File: config.mk
export PLATFORM = sky130hd
export DESIGN_NAME = gray_counter
export DESIGN_NICKNAME = d
export VERILOG_FILES = /design/src/rtl/gray_pkg.sv /design/src/rtl/gray_to_bin.sv /design/src/rtl/gray_counter.sv
export SDC_FILE = /design/constraint.sdc
export NUM_CORES = 1
export LEC_CHECK = 0
export CORE_MARGIN = 5
export CORE_UTILIZATION = 42
export CTS_CLUSTER_SIZE = 24
export DETAILED_ROUTE_END_ITERATION = 7
export DONT_BUFFER_PORTS = 1
export PLACE_DENSITY = 0.6
export SETUP_SLACK_MARGIN = 0.3
export SYNTH_ARGS = -nofsm -noshare
export SYNTH_HDL_FRONTEND = slang
export SYNTH_SLANG_ARGS = --single-unit
export TNS_END_PERCENT = 20
File: constraint.sdc
create_clock -name clk -period 1.8 [get_ports clk]
set_clock_uncertainty 0.1 [all_clocks]
set_input_delay 0.54 -clock clk [delete_from_list [all_inputs] [get_ports clk]]
set_output_delay 0.54 -clock clk [all_outputs]
set_load 0.01 [all_outputs]
File: src/rtl/gray_pkg.sv
// Shared definitions for Gray-sequenced counters and pointer logic.
// bin2gray works on a 32-bit vector; callers zero-extend and slice to their width.
package gray_pkg;

    localparam int COUNT_WRAP = 0;
    localparam int COUNT_SAT  = 1;
    localparam int MAX_WIDTH  = 32;

    function automatic logic [MAX_WIDTH-1:0] bin2gray(input logic [MAX_WIDTH-1:0] bin);
        return bin ^ (bin >> 1);
    endfunction

endpackage

File: src/rtl/gray_to_bin.sv
// Combinational Gray-to-binary converter using a prefix-XOR chain from the MSB.
// Also used by async FIFO pointer synchronisers.
module gray_to_bin #(
    parameter int WIDTH = 4
) (
    input  logic [WIDTH-1:0] gray,
    output logic [WIDTH-1:0] bin
);

    logic acc_s;

    // Running XOR from the MSB down: bin[i] = ^gray[WIDTH-1:i]
    always_comb begin
        bin   = {WIDTH{1'b0}};
        acc_s = 1'b0;
        for (int i = WIDTH - 1; i >= 0; i--) begin
            acc_s  = acc_s ^ gray[i];
            bin[i] = acc_s;
        end
    end

endmodule

File: src/rtl/gray_counter.sv
// Up/down counter keeping a binary count and its registered Gray image in lock-step,
// with binary/Gray load, wrap-or-saturate limits, terminal count and wrap pulse.
module gray_counter
    import gray_pkg::*;
#(
    parameter int               WIDTH     = 4,
    parameter int               SATURATE  = COUNT_WRAP,
    parameter logic [WIDTH-1:0] RESET_VAL = {WIDTH{1'b0}}
) (
    input  logic             clk,
    input  logic             rst_n,
    input  logic             en,
    input  logic             up,
    input  logic             load,
    input  logic             load_gray,
    input  logic [WIDTH-1:0] load_val,
    output logic [WIDTH-1:0] bin_q,
    output logic [WIDTH-1:0] gray_q,
    output logic             tc,
    output logic             wrap_pulse
);

    localparam bit                   SAT_MODE        = (SATURATE == COUNT_SAT);
    localparam logic [WIDTH-1:0]     ALL_ONES        = {WIDTH{1'b1}};
    localparam logic [WIDTH-1:0]     ALL_ZERO        = {WIDTH{1'b0}};
    localparam logic [WIDTH-1:0]     ONE             = {{(WIDTH-1){1'b0}}, 1'b1};
    localparam logic [MAX_WIDTH-1:0] RESET_GRAY_FULL = bin2gray(MAX_WIDTH'(RESET_VAL));
    localparam logic [WIDTH-1:0]     RESET_GRAY      = RESET_GRAY_FULL[WIDTH-1:0];

    logic [WIDTH-1:0]     bin_d;
    logic [WIDTH-1:0]     gray_d;
    logic                 wrap_d;
    logic                 wrap_q;
    logic [WIDTH-1:0]     load_conv_s;
    logic [MAX_WIDTH-1:0] gray_full_s;

    gray_to_bin #(
        .WIDTH (WIDTH)
    ) u_load_conv (
        .gray (load_val),
        .bin  (load_conv_s)
    );

    assign tc         = (up & (bin_q == ALL_ONES)) | (~up & (bin_q == ALL_ZERO));
    assign wrap_pulse = wrap_q;

    // Next-count selection: load beats en; at a limit either wrap (with pulse) or hold
    always_comb begin
        bin_d  = bin_q;
        wrap_d = 1'b0;
        if (load) begin
            bin_d = load_gray ? load_conv_s : load_val;
        end else if (en) begin
            if (tc && SAT_MODE) begin
                bin_d = bin_q;
            end else begin
                bin_d  = up ? (bin_q + ONE) : (bin_q - ONE);
                wrap_d = tc;
            end
        end else begin
            bin_d = bin_q;
        end
    end

    // Gray image is derived from the next binary value so both flops update together
    always_comb begin
        gray_full_s = bin2gray(MAX_WIDTH'(bin_d));
        gray_d      = gray_full_s[WIDTH-1:0];
    end

    // Count, Gray and wrap-pulse registers
    always_ff @(posedge clk or negedge rst_n) begin
        if (!rst_n) begin
            bin_q  <= RESET_VAL;
            gray_q <= RESET_GRAY;
            wrap_q <= 1'b0;
        end else begin
            bin_q  <= bin_d;
            gray_q <= gray_d;
            wrap_q <= wrap_d;
        end
    end

endmodule

==> metrics.md <==
| Metric | Value |
|---|---|
| Outcome | finished, violations left |
| Min Hold Slack | 0.2636 ns |
| Placement Setup Slack | -0.01648 ns |
| Commonest non-fill, non-tap cells in the layout | dfrtp_1, buf_4, xor2_1 |
| Synth unique cells | 33 |
| WP data arrival | 1.36 ns |
| Critical path cell sequence | or4_4 > o21ai_4 |
| Total GRT Usage | 0.1316 |
| Sink Count | 8 |
| Post-synthesis compound-gate area fraction | 0.1386 |
| PortBufs | 0 |
| Cts bufs inserted | 3 |
| Initial Utilization | 0.4454 |
| Worst r2r path cells | 7 |
| Area delta synth->final | 31.56% |
| Peak Freq | 499.3 MHz |
| Critical Path Source Type | flip-flop |
| Worst EP required | roughly 1.2 ns |
| CP max FO | 2 |
| PD cells | 967.4 nW/um^2 |
| Slew @ Worst Pin | 0.3455 ns |
| R2R Path End | gray_q[0] |
| Kind of critical path | flip-flop to output pin |
| Min-Delay Startpoint | load |
| Antenna Nets Post-Route | 0 |
| Overall Power | 0.7468 mW |
| Min cycle time layout | 2.003 ns |
| Hold crit path type | input port to flip-flop |
| Final cell count without fillers | 82 |
| DRC violations left | 0 |
| Failing checks | negative setup slack |
| Dpl hpwl | 906.5 um |
| Simple-gate area share of the yosys netlist | 0.2004 |
| CP bufs+invs | 0 |
| Root buf cell | clkbuf_4 |
| CTS tree | yes |
| Global route total overflow | 0 |
| Period Utilization, post-route | 1.113 |
| Worst Hold End | bin_q[0] |
| Mapped Nets | 69 |
| Final setup margin | -0.2028 ns |
| Clock buffer depth | 2 |
| Max IR drop VDD | 0.0003188 V |
| Fin util | 0.5859 |
| Dpl cells | 75 |
| Vias in the first global route | around 460 |
| H-tree depth | 1 |
| Avg Cell Area, Syn | approximately 10 sq um |
| Layout cells sized above 1 | 0.4478 |
| Initial antenna violation count | 0 |
| First-pass GRT wire length | a little over 2000 um |
| Drt first pass iters | 2 |
| Worst-Skew Late Latency | 0.25 ns |
| CP top delay family | simple AND/OR/NAND/NOR gates |
| FF+latch count, synth | 8 |
| Vias | 438 |
| N_diodes | 0 |
| LEAKAGE | 0.3293 nW |
| RSZ-0062 raised after global routing | yes |
| Die area | about 2200 sq um |
| Critical Path Sink Type | output pin |
| Slowest cell delay on critical path | 0.53 ns |
| Core Region | ~1300 sq um |
| Row Count | 13 |
| Largest net degree at the start of global routing | 16 |
| Vias per cell | between 5 and 6 |
| Final net count | 81 |
| Post-Syn Instances | 56 |
| Boundary Pins | 20 |
| Setup-failing EPs final | 2 |
| Worst R2R Setup Slack | -0.01 ns |
| Die Span X | 47.38 um |
| Max capacitance violation total | 0 |
| Mux contribution to synthesized area | 0.01706 |
| Cell area after synthesis | 586.8 sq um |
| Worst Hold Depth | 1 |
| Synth Area in Adders | 0.07676 |
| Yosys warnings | 0 |
| Largest family of logic cells by synthesized area | simple AND/OR/NAND/NOR gates |
| Slew margin rel. | 0.7689 |
| Fillers | 103 |
| XOR/XNOR Fraction of Synth Area | 0.1727 |
| DRT Wirelength | around 1300 um |
| Reg2Reg Launch Point | bin_q[0] |
| Placer Congestion | 0.7671 |
| Seq/Total Area, Yosys | 0.3412 |
| Die Span Y | 47.38 um |
| Hold Fails Final Rpt | 0 |
| Clock transition at path regs | 0.06 ns |
| Post-DR wirelength/cell | 15.34 um |
| Max-slew violation count | 0 |
| DR iter-0 viols | 2 |
| CP max-delay cell | or4_4 |
cells by family (layout without fill, tap and decap cells):
logic type | count (synthesis) | in the layout
AOI/OAI and AO/OA | 11 | 11
and+or+nand+nor | 18 | 18
xor gates and xnor gates | 9 | 9
adders and majority gates | 3 | 3
DFF | 8 | 8
buffers and inverters | 6 | 17
muxes | 1 | 1
worst max-delay path by stage:
stage,endpoint,slack (ns),cells past startpoint,start
finish,tc,-0.20,2,bin_q[0]
CTS,tc,-0.21,2,bin_q[0]
detailed placement,gray_q[2],-0.02,6,up
global route,tc,-0.23,2,bin_q[0]
floorplan,tc,-0.004,2,bin_q[1]
global placement,gray_q[1],-0.02,5,up
sequential cells by signal (all words and copies together) (netlist names):
| signal | cells |
|---|---|
| bin_q | 4 |
| gray_q | 3 |
| wrap_pulse | 1 |
metrics by stage:
step / TNS (ns) / area (sq um)
floorplan: -0.004415 / 621.8
global placement: -0.03629 / 673.1
detailed placement: -0.02835 / 673.1
CTS: -0.2102 / 754.5
global route: -0.3964 / 772.0
finish: -0.2079 / 772.0
synth_stat cells:
| master | instances | share of area |
|---|---|---|
| o21ai_1 | 1 | 0.0085 |
| mux2i_1 | 1 | 0.017 |
| o21ai_0 | 1 | 0.0085 |
| a221oi_2 | 1 | 0.026 |
| a2bb2oi_1 | 2 | 0.030 |
| inv_1 | 3 | 0.019 |
| xor2_2 | 1 | 0.028 |
| a211oi_1 | 1 | 0.013 |
| a21o_1 | 1 | 0.013 |
| ha_1 | 2 | 0.043 |
| a22o_1 | 1 | 0.015 |
| and2b_1 | 1 | 0.013 |
| nor3b_1 | 1 | 0.013 |
| xnor2_1 | 3 | 0.045 |
| dfrtp_1 | 8 | 0.34 |
| nand2b_1 | 1 | 0.011 |
| nand2_1 | 3 | 0.019 |
| and3_1 | 1 | 0.011 |
| nand3_1 | 2 | 0.017 |
| nor4bb_1 | 1 | 0.017 |
| fa_1 | 1 | 0.034 |
| xor3_1 | 1 | 0.041 |
| buf_4 | 2 | 0.026 |
| and3b_1 | 1 | 0.015 |
| xor2_1 | 4 | 0.060 |
| or3_4 | 1 | 0.019 |
| or4b_1 | 1 | 0.017 |
| nand3b_1 | 1 | 0.013 |
| buf_2 | 1 | 0.0085 |
| a21oi_1 | 3 | 0.026 |
| or4_1 | 1 | 0.013 |
| nor2_1 | 2 | 0.013 |
| and2_1 | 1 | 0.011 |
layout make-up:
type,count,area (sq um),share of cell area
multi-input cells,42,429.2,0.5559
flip-flops and latches,8,201.4,0.2609
repair buffers,10,85.08,0.1102
clock buffers,4,26.28,0.03404
well taps,15,18.77,0.02431
inverters,3,11.26,0.01459
worst reg2reg max path, delay by kind of cell, from the launching register on:
kind / cells / cell delay, ns
adder cells (fa/ha/maj): 1 / 0.43
flip-flops: 1 / 0.42
buffers and inverters: 3 / 0.36
multiplexers: 1 / 0.22
XOR/XNOR: 1 / 0.10
AO/OA/AOI/OAI: 1 / 0.07
metal layers:
metal / GRT usage / wire (um) / share of wire
met5: 0 / 0 / 0
met4: 0.06630 / 0 / 0
met3: 0.04215 / 90 / 0.072
met2: 0.1925 / 621 / 0.49
met1: 0.1729 / 546 / 0.43
repair_timing:
item	CTS	global route
endpoints found under the setup margin	9	10
gates cloned	0	0
hold endpoints to repair	8	0
resized for setup	9	2
hold buffers	1	0
pin swaps	4	4
buffers inserted	2	0
where the power goes:
group | leakage, nW | internal (mW) | total [mW] | switching, mW
combinational | 0.220 | 0.190 | 0.344 | 0.154
sequential | 0.0944 | 0.223 | 0.260 | 0.0374
clock | 0.0150 | 0.0846 | 0.142 | 0.0577
total | 0.329 | 0.498 | 0.747 | 0.249
Note: power is estimated with default switching activity, not from simulation.
